$ cat src/rtl/switch_allocator_pkg.sv
// Shared types and width helpers for the switch allocator and the crossbar it drives.
package switch_allocator_pkg;

  typedef enum logic {
    FREE  = 1'b0,
    BOUND = 1'b1
  } port_state_t;

  // Index width for an n-entry vector, never narrower than one bit.
  function automatic int unsigned idx_width(input int unsigned n);
    return (n > 1) ? $clog2(n) : 1;
  endfunction

  function automatic int unsigned sel_size(input int unsigned input_num);
    return idx_width(input_num);
  endfunction

  function automatic int unsigned port_size(input int unsigned output_num);
    return idx_width(output_num);
  endfunction

endpackage

$ cat src/rtl/round_robin_arbiter.sv
// Combinational round-robin pick: first requester at or after ptr, searched cyclically.
module round_robin_arbiter
  import switch_allocator_pkg::*;
#(
  parameter int unsigned N = 4,
  localparam int unsigned IW = idx_width(N)
) (
  input  logic [N-1:0]  req,
  input  logic [IW-1:0] ptr,
  output logic [N-1:0]  gnt_c,
  output logic [IW-1:0] idx_c,
  output logic          valid_c
);

  logic [IW-1:0] j;

  always_comb begin
    gnt_c   = '0;
    idx_c   = '0;
    valid_c = 1'b0;
    j       = '0;
    for (int unsigned k = 0; k < N; k++) begin
      // Modulo keeps the wrap correct for non-power-of-2 sizes.
      j = IW'((32'(ptr) + k) % N);
      if (!valid_c && req[j]) begin
        valid_c  = 1'b1;
        gnt_c[j] = 1'b1;
        idx_c    = j;
      end
    end
  end

endmodule

$ cat src/rtl/switch_allocator.sv
// Per-output wormhole switch allocator with round-robin head arbitration and registered
// crossbar select / valid / input grant.
module switch_allocator
  import switch_allocator_pkg::*;
#(
  parameter int unsigned INPUT_NUM  = 4,
  parameter int unsigned OUTPUT_NUM = 4,
  localparam int unsigned SEL_SIZE  = sel_size(INPUT_NUM),
  localparam int unsigned PORT_SIZE = port_size(OUTPUT_NUM)
) (
  input  logic                             clk,
  input  logic                             rst,
  input  logic [INPUT_NUM-1:0]             req_i,
  input  logic [INPUT_NUM-1:0]             head_i,
  input  logic [INPUT_NUM-1:0]             tail_i,
  input  logic [INPUT_NUM*PORT_SIZE-1:0]   out_port_i,
  input  logic [OUTPUT_NUM-1:0]            ready_i,
  output logic [INPUT_NUM-1:0]             grant_o,
  output logic [OUTPUT_NUM*SEL_SIZE-1:0]   sel_o,
  output logic [OUTPUT_NUM-1:0]            valid_o
);

  logic [PORT_SIZE-1:0] port      [INPUT_NUM];
  logic [INPUT_NUM-1:0] cand      [OUTPUT_NUM];
  logic [INPUT_NUM-1:0] head_cand [OUTPUT_NUM];

  logic [INPUT_NUM-1:0] arb_gnt   [OUTPUT_NUM];
  logic [SEL_SIZE-1:0]  arb_idx   [OUTPUT_NUM];
  logic [OUTPUT_NUM-1:0] arb_valid;

  port_state_t          state_q [OUTPUT_NUM];
  port_state_t          state_d [OUTPUT_NUM];
  logic [SEL_SIZE-1:0]  owner_q [OUTPUT_NUM];
  logic [SEL_SIZE-1:0]  owner_d [OUTPUT_NUM];
  logic [SEL_SIZE-1:0]  ptr_q   [OUTPUT_NUM];
  logic [SEL_SIZE-1:0]  ptr_d   [OUTPUT_NUM];
  logic [SEL_SIZE-1:0]  sel_q   [OUTPUT_NUM];
  logic [SEL_SIZE-1:0]  sel_d   [OUTPUT_NUM];
  logic [OUTPUT_NUM-1:0] valid_q;
  logic [OUTPUT_NUM-1:0] valid_d;
  logic [INPUT_NUM-1:0]  grant_q;
  logic [INPUT_NUM-1:0]  grant_d;

  // Request decode; out-of-range destinations match no output and are dropped here.
  always_comb begin
    for (int unsigned i = 0; i < INPUT_NUM; i++) begin
      port[i] = out_port_i[i*PORT_SIZE +: PORT_SIZE];
    end
    for (int unsigned o = 0; o < OUTPUT_NUM; o++) begin
      cand[o]      = '0;
      head_cand[o] = '0;
      for (int unsigned i = 0; i < INPUT_NUM; i++) begin
        cand[o][i]      = req_i[i] && (32'(port[i]) == o);
        head_cand[o][i] = req_i[i] && head_i[i] && (32'(port[i]) == o);
      end
    end
  end

  for (genvar g = 0; g < OUTPUT_NUM; g++) begin : g_arb
    round_robin_arbiter #(
      .N (INPUT_NUM)
    ) u_arb (
      .req     (head_cand[g]),
      .ptr     (ptr_q[g]),
      .gnt_c   (arb_gnt[g]),
      .idx_c   (arb_idx[g]),
      .valid_c (arb_valid[g])
    );

    assign sel_o[g*SEL_SIZE +: SEL_SIZE] = sel_q[g];
  end

  // Per-output next state: FREE outputs arbitrate among heads, BOUND outputs serve only the owner.
  always_comb begin
    state_d = state_q;
    owner_d = owner_q;
    ptr_d   = ptr_q;
    sel_d   = sel_q;
    valid_d = '0;
    grant_d = '0;
    for (int unsigned o = 0; o < OUTPUT_NUM; o++) begin
      if (ready_i[o]) begin
        unique case (state_q[o])
          FREE: begin
            if (arb_valid[o]) begin
              grant_d    = grant_d | arb_gnt[o];
              valid_d[o] = 1'b1;
              sel_d[o]   = arb_idx[o];
              owner_d[o] = arb_idx[o];
              ptr_d[o]   = SEL_SIZE'((32'(arb_idx[o]) + 32'd1) % INPUT_NUM);
              state_d[o] = tail_i[arb_idx[o]] ? FREE : BOUND;
            end
          end
          BOUND: begin
            if (cand[o][owner_q[o]]) begin
              grant_d[owner_q[o]] = 1'b1;
              valid_d[o]          = 1'b1;
              sel_d[o]            = owner_q[o];
              if (tail_i[owner_q[o]]) state_d[o] = FREE;
            end
          end
          default: ;
        endcase
      end
    end
  end

  always_ff @(posedge clk) begin
    if (rst) begin
      for (int unsigned o = 0; o < OUTPUT_NUM; o++) begin
        state_q[o] <= FREE;
        owner_q[o] <= '0;
        ptr_q[o]   <= '0;
        sel_q[o]   <= '0;
      end
      valid_q <= '0;
      grant_q <= '0;
    end else begin
      state_q <= state_d;
      owner_q <= owner_d;
      ptr_q   <= ptr_d;
      sel_q   <= sel_d;
      valid_q <= valid_d;
      grant_q <= grant_d;
    end
  end

  assign grant_o = grant_q;
  assign valid_o = valid_q;

endmodule

$ cat config.mk
export PLATFORM = sky130hd
export DESIGN_NAME = switch_allocator
export DESIGN_NICKNAME = d
export VERILOG_FILES = /design/src/rtl/switch_allocator_pkg.sv /design/src/rtl/round_robin_arbiter.sv /design/src/rtl/switch_allocator.sv
export SDC_FILE = /design/constraint.sdc
export NUM_CORES = 1
export LEC_CHECK = 0
export ABC_CLOCK_PERIOD_IN_PS = 2800
export CORE_UTILIZATION = 54
export CTS_BUF_LIST = sky130_fd_sc_hd__clkbuf_4 sky130_fd_sc_hd__clkbuf_8
export DETAILED_ROUTE_END_ITERATION = 12
export GPL_TIMING_DRIVEN = 0
export PLACE_DENSITY = 0.79
export SYNTH_ARGS = -nofsm -noshare
export SYNTH_HDL_FRONTEND = slang
export SYNTH_SLANG_ARGS = --single-unit
$ cat constraint.sdc
create_clock -name clk -period 2.8 [get_ports clk]
set_input_delay 0.42 -clock clk [delete_from_list [all_inputs] [get_ports clk]]
set_output_delay 0.42 -clock clk [all_outputs]
set_load 0.1 [all_outputs]
* After elaboration in Yosys (flattened, before gate mapping) *
Index checks and enable logic that the tools add are counted.

operators by class
  magnitude comparators = 44
  bitwise logic cells = 26
  mux-type cells = 204
  add/subtract/negate cells = 16
  reductions and logical operators = 96
  equal/unequal tests = 20

operators with widths
  operator                                                           number
  2-to-1 mux 4 bit                                                   28
  2-to-1 mux 1 bit                                                   88
  less-than comparator 2 x 3 -> 1 bit, second input constant         24
  OR 4 bit                                                           18
  logical AND 1 bit                                                  68
  binary-select mux 1 bit (select 2 bit)                             28
  2-to-1 mux 2 bit                                                   24
  demux 1 bit (select 2 bit)                                         20
  greater-or-equal comparator 2 x 1 -> 1 bit, second input constant  20
  case mux 4 bit (2 select lines)                                    4
  AND reduction 3 bit                                                8
  adder 2 x 1 -> 2 bit, second input constant                        8
  adder 2 bit, second input constant                                 8
  == test 2 bit, second input constant                               8
  != test 2 x 1 -> 1 bit, second input constant                      8
  case mux 1 bit (2 select lines)                                    8
  case mux 2 bit (2 select lines)                                    4
  zero test 1 bit                                                    12
  == test 2 x 1 -> 1 bit, second input constant                      4
  zero test 2 bit                                                    4
  inverter 1 bit                                                     8
  OR reduction 2 bit                                                 4

word-level totals
  flip-flop bits (word level) = 36
  logic and storage cells = 427
  output and inout bits = 16

* Depth between registers and ports, before layout *
Gate-level depths: netlist of run 1.

  depth after elaboration = 29
  mapped depth = 11
  mapped depth without buffers = 9

* Modules after synthesis *
A second synthesis of run 1 with hierarchy kept.

second synthesis, totals
  cell total of the unflattened synthesis = 443
  area, all modules = 3898.7 µm²

modules (own cells, without submodules)
  module               cells an instance  sequential area each (µm²)  times used  area an instance (µm²)
  switch_allocator     263                720.7                       1           2212.1
  round_robin_arbiter  45                 0.0                         4           421.7

* Least setup slack after synthesis of run 1 *
Ideal clock, no wire load.

  kind = reg2reg
  start = register ptr_q[6] (netlist bit)
  end = register ptr_q[7] (netlist bit)
  setup slack = -0.067 ns
  arrival time = 2.750 ns
  period minus slack after synthesis = 2.867 ns
  buffers on the path = 3
  stages on the path, launching flop included = 10
  setup time = 0.117 ns
  cells stage by stage = dfxtp_1 -> clkbuf_1 -> inv_1 -> ha_1 -> clkbuf_1 -> mux4_2 -> o41ai_2 -> buf_2 -> nor2_1 -> a22o_1

on the way
  word-level cells in the longest chain between the ends = 13
  elaborated cells between the ends (all ways) = 27

ends and longest elaborated chain
  item                                                           line                     text
  start, declared                                                switch_allocator.sv:35   logic [SEL_SIZE-1:0] ptr_q [OUTPUT_NUM];
  start signal, assigned                                         switch_allocator.sv:121  ptr_q <= ptr_d;
  branches (longest 13 deep; another with adder 2 x 1 -> 2 bit)  --

Several ways; the timed one is not identified. The select of a mux whose other input is x is not followed.
A chain may end at the register's enable or synchronous reset.

* Worst setup path in the final report of run 1 *
  start = input port out_port_i[6]
  end = register sel_q, in the netlist sel_o[4]

on the way
  word-level cells in the longest chain between the ends = 16
  elaborated cells between the ends (all ways) = 32

ends and longest elaborated chain
  item                                                                           line                                            text
  start, declared                                                                switch_allocator.sv:16                          input logic [INPUT_NUM*PORT_SIZE-1:0] out_port_i,
  == test 2 bit (*)                                                              switch_allocator.sv:53, switch_allocator.sv:54
  logical AND 1 bit                                                              switch_allocator.sv:54                          head_cand[o][i] = req_i[i] && head_i[i] && (32'(port[i]) == o);
  binary-select mux 1 bit (select 2 bit)                                         round_robin_arbiter.sv:25                       if (!valid_c && req[j]) begin
  2-to-1 mux 1 bit (not written as such)                                         round_robin_arbiter.sv:25
  2-to-1 mux 1 bit                                                               round_robin_arbiter.sv:25
  zero test 1 bit                                                                round_robin_arbiter.sv:25
  logical AND 1 bit                                                              round_robin_arbiter.sv:25
  2-to-1 mux 1 bit                                                               round_robin_arbiter.sv:25
  zero test 1 bit                                                                round_robin_arbiter.sv:25
  logical AND 1 bit                                                              round_robin_arbiter.sv:25
  2-to-1 mux 1 bit                                                               round_robin_arbiter.sv:25
  zero test 1 bit                                                                round_robin_arbiter.sv:25
  logical AND 1 bit                                                              round_robin_arbiter.sv:25
  2-to-1 mux 2 bit / 2-to-1 mux 1 bit (equally long branches)                    round_robin_arbiter.sv:25
  2-to-1 mux 2 bit / != test 2 x 1 -> 1 bit (equally long branches)              --
  case mux 2 bit (2 select lines) / AND reduction 3 bit (equally long branches)  --
  end signal, assigned                                                           switch_allocator.sv:122                         sel_q <= sel_d;
  end, declared                                                                  switch_allocator.sv:37                          logic [SEL_SIZE-1:0] sel_q [OUTPUT_NUM];

Every way passes the cells marked *; elsewhere a longest branch is shown, timed or not. The select of a mux whose other input is x is not followed.

==> results of run 1 <==
critical path: stages:
cell,delay (ns)
clkdlybuf4s50_1,0.54
and4b_1,0.25
buf_4,0.17
mux4_2,0.54
a221oi_4,0.23
buf_4,0.17
o22ai_2,0.10
and2_4,0.18
a211o_1,0.29
a21oi_1,0.13
cell usage in the layout (no fill, tap or decap), types with 6 or more instances in the layout:
cell type         n
o21ai_0          29
buf_6             9
nand2_1          53
dfxtp_1          33
a211oi_1          8
a22o_1            6
o21ai_1           8
nor3_1            8
nand3_1          29
clkdlybuf4s50_1  32
nor2_1           42
clkbuf_1         13
a31oi_1           9
nand4b_1         11
and4b_1           7
inv_1            14
nor2b_1           7
and2_1            8
mux4_2           20
clkbuf_4          8
ha_1             18
o211ai_1         11
nand4_1           8
a22oi_1           7
buf_4            42
mux2i_1          17
a21oi_1          35
power by group:
part	switching (mW)	leakage, nW	internal (mW)
clock	0.205	0.0445	0.179
sequential	0.0587	0.294	0.574
combinational	0.867	1.77	0.589
timing repair:
item / CTS / global route
setup endpoints to repair: 25 / 26
gates resized for setup: 37 / 61
pin swaps: 11 / 14
setup buffers: 13 / 25
endpoints found under the hold margin: 0 / 0
gates cloned: 0 / 3
flip-flops by register name (all words and copies together), names as in the netlist:
register  cells
sel_o         8
valid_o       4
grant_o       4
state_q       4
ptr_q         8
owner_q       8
stage by stage:
step | setup slack, ns | hold slack, ns | instance area (um2) | cells | total power [mW]
floorplan | 0.05839 | 0.5184 | 4457 | 567 | 1.581
global placement | -0.8493 | 0.4433 | 4985 | 709 | 1.852
detailed placement | -0.9236 | 0.4440 | 4985 | 709 | 1.872
CTS | 0.007403 | 0.4540 | 5284 | 726 | 2.317
global route | -0.03422 | 0.4652 | 5639 | 751 | 2.598
finish | 0.004722 | 0.4510 | 5639 | 751 | 2.474
final cells by class:
cell class	count	area (um2)	share of cell area, %
Sequential cell	36	726.9	12.89
Timing Repair Buffer	81	709.4	12.58
Clock inverter	1	5.005	0.08875
Tap cell	102	127.6	2.263
Clock buffer	6	76.32	1.353
Buffer	39	261.5	4.637
Multi-Input combinational cell	467	3657	64.85
Inverter	19	75.07	1.331
per-layer routing:
metal / part of all wire, % / wire length, um
met1: 41 / 6079
met2: 46 / 6794
met3: 9.2 / 1365
met4: 4.4 / 653
met5: 0 / 0
worst min path at each step:
stage          startpoint  cells past startpoint  slack (ns)    endpoint
6_report         sel_o[4]                      2        0.45    sel_o[4]
5_1_grt          sel_o[4]                      2        0.47    sel_o[4]
4_1_cts          sel_o[4]                      2        0.45    sel_o[4]
3_5_place_dp     sel_o[4]                      2        0.44    sel_o[4]
3_3_place_gp     sel_o[4]                      2        0.44    sel_o[4]
2_1_floorplan  state_q[0]                      2        0.52  state_q[0]
logic make-up after synthesis:
family | after synthesis | synth area share [%]
muxes | 42 | 15.16
AOI/OAI and AO/OA | 184 | 28.93
and+or+nand+nor | 217 | 27.41
adders and majority gates | 20 | 5.616
xor gates and xnor gates | 4 | 0.7864
buffers and inverters | 64 | 5.925
DFF | 36 | 16.18
==> summary.txt, run 1 <==
Setup path
  – Critical Path Sink Type: register
  – CP required: 3.02 ns
  – CP Launch Type: input port
  – Worst r2r dst: state_q[3]
  – Setup crit end: sel_o[4]
  – CP arrival: slightly above 3 ns
  – Worst reg2reg setup slack: 0.11 ns
  – Max FO, Critical Path: 9
  – Reg-to-Reg Start: ptr_q[6]
  – Worst Reg-to-Reg Cells: 10
  – Worst Path Class, Setup: input port to register
  – Start point of the critical path: out_port_i[6]

STA
  – Max_slew headroom: 35.41%
  – Final Setup Violations: 0
  – Final setup TNS: 0 ns
  – Worst-margin pin slew: just under 1 ns
  – F_max: 0.3577 GHz
  – Tmin final: 2.795 ns
  – Period utilization: 99.83%
  – Worst Clk Skew: 0.01609 ns
  – Final Slew Violations: 0
  – Hold Violations, Final: 0

Logic synthesis
  – Synth cell types: 76
  – Mapped Cells: ~570
  – Fraction of registers with async set or reset after synthesis: 0%
  – Synth top cells by count: 55 x nand2_1, 42 x nor2_1, 37 x a21oi_1
  – Yosys reg bits: 36
  – Total number of yosys warnings: 0
  – Post-synth top flop: dfxtp_1
  – Mapped Area: 4456 um2
  – Avg Cell Area, Syn: 7.858 um2
  – Post-synth top area cell: dfxtp_1
  – Number of synthesized flops with an enable pin: 0
  – Post-synthesis sequential area ratio: 16.18%
  – Dominant cells by area after synthesis: dfxtp_1 16%, mux4_2 10%, ha_1 5.6%
  – Syn_nets: around 610
  – Synth top area share: 16.18%
  – Most common cell in the synthesized netlist: nand2_1

Floorplan
  – Die width: 92.84 um
  – Starting Density: 56.78%
  – Full die area: 8618 um2
  – # IOs: 42
  – Die Span Y: 92.84 um
  – CORE AREA: 7848 um2
  – FP Rows: 32

GRT
  – Initial antenna violation count: 0
  – GRT met3 Usage: 5.993%
  – Tot GR Track Use: between 30% and 40%
  – Gr busiest metal: met2
  – Congestion Overflow GR: 0
  – Largest net degree at the start of global routing: 12
  – GR Util met2: 53.98%
  – First-pass GRT wire length: ~23 mm
  – Grt met1 use: about 46%
  – Vias in the first global route: 4632

Finish
  – Utilization of the core after routing: 71.86%
  – Layout Nets: 695
  – # diodes: 0
  – Layout cells sized above 1: 21.88%
  – Layout area overhead: 26.57%
  – # fillers: ~630

CTS
  – Worst-path clk slew: approximately 0.070 ns
  – H-tree levels: 2
  – Clock latency on the worst-skew pair: 0.30 ns
  – Clk sinks: 36
  – Root Driver: clkbuf_8
  – Hold-fix buffers, CTS: 0
  – Clock buffer depth: 2
  – Inserted Clock Buffers: 5
  – CTS tree: done

Job
  – Max-cap violations: 0

Place
  – DP HPWL: 10.39 mm
  – Gpl congestion: approximately 0.93
  – Port-buffer cells: 40

Pwr
  – Leak pwr: 2.113 nW
  – Pwr Density: 438.7 nW/um2
  – VDD IR max: 381.5 uV

Route
  – DR iter-0 viols: 474
  – First-pass DRT Iterations: 5
  – Routed WL: about 15 mm
  – Vias per cell: 6.842
  – Antenna-violating nets left: 0
  – Vias: between 5000 and 6000
  – WL/cell: 19.83 um
  – DR DRC count: 0

Outcome
  – Outcome: complete, no violations

Hold path
  – HP Class: register to register
(Power assumes the default switching activity.)
==> run 2: changes to the inputs <==
--- a/config.mk
+++ b/config.mk
@@ -6,6 +6,7 @@
 export NUM_CORES = 1
 export LEC_CHECK = 0
 export ABC_CLOCK_PERIOD_IN_PS = 2800
+export CORE_MARGIN = 4
 export CORE_UTILIZATION = 54
 export CTS_BUF_LIST = sky130_fd_sc_hd__clkbuf_4 sky130_fd_sc_hd__clkbuf_8
 export DETAILED_ROUTE_END_ITERATION = 12
==> summary.txt, run 2 (same netlist as run 1, synthesis figures left out) <==
Pwr
  – VDD IR max: 282.7 uV
  – Sequential share of power: about a quarter
  – Sw Share: 44.86%
  – Pwr Density: 447.1 nW/um2
  – Comb power frac: 58.7%
  – Clock power frac: between 15 and 20%
  – Int Pwr: about 1.4 mW
  – Leak pwr: 2.191 nW
  – Switching power: between 1 and 1.5 mW

STA
  – Final Setup Violations: 0
  – Worst Clk Skew: 0.008349 ns
  – F_max: 0.3573 GHz
  – Hold Violations, Final: 0
  – Final Slew Violations: 0
  – Max_slew headroom: 34.62%
  – Period utilization: between 90% and 100%
  – Minimum hold slack: 0.4710 ns
  – Tmin final: 2.798 ns
  – Worst-margin pin slew: 0.9777 ns

Floorplan
  – Starting Density: 56.49%
  – FP Rows: 32
  – CORE AREA: 7888 um2
  – # IOs: 42
  – Die width: just under 100 um
  – Full die area: 9768 um2
  – Die Span Y: 98.84 um

Route
  – Antenna-violating nets left: 0
  – WL/cell: 20.34 um
  – Vias: 5231
  – First-pass DRT Iterations: 6
  – Vias per cell: 6.910
  – DR iter-0 viols: 542
  – DR DRC count: 0
  – Routed WL: 15.40 mm

GRT
  – Tot GR Track Use: between 20% and 30%
  – Congestion Overflow GR: 0
  – Vias in the first global route: about 4600
  – Initial antenna violation count: 0
  – First-pass GRT wire length: 23.27 mm
  – Largest net degree at the start of global routing: 12

Hold path
  – HP Start: sel_o[4]
  – HP Class: register to register
  – Cells on Worst Hold Path: 2
  – Hold path endpoint: sel_o[4]

CTS
  – H-tree levels: 2
  – Clock latency on the worst-skew pair: 0.30 ns
  – Clk sinks: 36
  – CTS tree: done
  – Clock buffer depth: 2
  – Root Driver: clkbuf_8
  – Worst-path clk slew: ~0.080 ns
  – Inserted Clock Buffers: 5

Setup path
  – CP Launch Type: input port
  – Worst Reg-to-Reg Cells: 11
  – Reg-to-Reg Start: ptr_q[7]
  – Max FO, Critical Path: 10
  – Critical Path Sink Type: register
  – Worst reg2reg setup slack: 0.09 ns
  – Worst r2r dst: sel_o[0]
  – CP required: 3.02 ns
  – CP arrival: a little over 3 ns
  – Worst Path Class, Setup: input port to register

Finish
  – Layout area overhead: 28.03%
  – # diodes: 0
  – Commonest non-fill, non-tap cells in the layout: 52 x nand2_1, 48 x buf_4, 42 x nor2_1
  – Layout cells sized above 1: 21.98%
  – Most common cell after layout, fill and taps aside: nand2_1
  – Final non-filler cell total: 757
  – Layout Nets: 700

Place
  – Port-buffer cells: 40
  – Placed cells: 709
  – Gpl congestion: 0.9716
  – DP HPWL: 10.60 mm

Job
  – Max-cap violations: 0

Outcome
  – Outcome: complete, no violations
## run 2: repair_timing
item                       in CTS  in global routing
hold buffers                    0                  0
setup endpoints to repair      25                 24
resized for setup              41                 66
pin swaps                       8                 15
cloned                          0                  2
buffers inserted               17                 27
## run 2: worst max path at each step
| stage | startpoint | endpoint | cells after the start |
|---|---|---|---|
| 3_5_place_dp | req_i[3] | grant_o[2] | 8 |
| 5_1_grt | out_port_i[5] | state_q[2] | 10 |
| 2_1_floorplan | ptr_q[6] | ptr_q[7] | 9 |
| 3_3_place_gp | out_port_i[6] | grant_o[2] | 8 |
| 4_1_cts | out_port_i[3] | grant_o[2] | 8 |
| 6_report | out_port_i[5] | grant_o[0] | 8 |
## run 2: power groups by stage
stage | Clock (mW) | Sequential [mW] | Combinational, mW
detailed placement | 0 | 0.641 | 1.24
global route | 0.437 | 0.637 | 1.60
floorplan | 0 | 0.791 | 0.790
CTS | 0.419 | 0.633 | 1.34
finish | 0.424 | 0.629 | 1.50
global placement | 0 | 0.638 | 1.21
## run 2: final cells by class
type                       instances  area (um2)
sequential                        36       725.7
buffer                            39       274.0
tap                              102       127.6
fill                             604        2183
timing repair buffer              86       759.5
inverter                          19       75.07
clock buffer                       8       97.59
multi-input combinational        467        3645
## run 2: critical path: stages
cell,delay (ns)
clkdlybuf4s50_1,0.53
buf_6,0.17
nand4_1,0.21
buf_4,0.22
mux4_2,0.55
nor4_1,0.50
nor3_1,0.17
a41oi_1,0.23
## run 2: stage by stage
step           util (%)  cell area (um2)  setup TNS, ns  total power [mW]  setup WS (ns)
3_3_place_gp      63.20             4985         -11.16             1.846        -0.8755
2_1_floorplan         -             4457              0             1.581        0.05839
4_1_cts           67.83             5350       -0.04136             2.396       -0.04136
5_1_grt           72.32             5704        -0.2692             2.673       -0.08951
3_5_place_dp      63.20             4985         -12.98             1.878        -0.9085
6_report          72.32             5704              0             2.550       0.001603
## run 2: routing by layer
metal	global-route usage, %	share of wire [%]	vias up
met1	38.67	40	2444
met3	5.308	10	53
met2	46.80	47	359
li1	-	-	2375
met5	0	0	-
met4	9.034	3.3	0
==> run 3: changes to the inputs <==
--- a/config.mk
+++ b/config.mk
@@ -11,6 +11,7 @@
 export CTS_BUF_LIST = sky130_fd_sc_hd__clkbuf_4 sky130_fd_sc_hd__clkbuf_8
 export DETAILED_ROUTE_END_ITERATION = 12
 export GPL_TIMING_DRIVEN = 0
+export HOLD_SLACK_MARGIN = 0.12
 export PLACE_DENSITY = 0.79
 export SYNTH_ARGS = -nofsm -noshare
 export SYNTH_HDL_FRONTEND = slang
==> results of run 3 <==
Same layout as run 2: the final DEF is identical, and so are final timing and power.
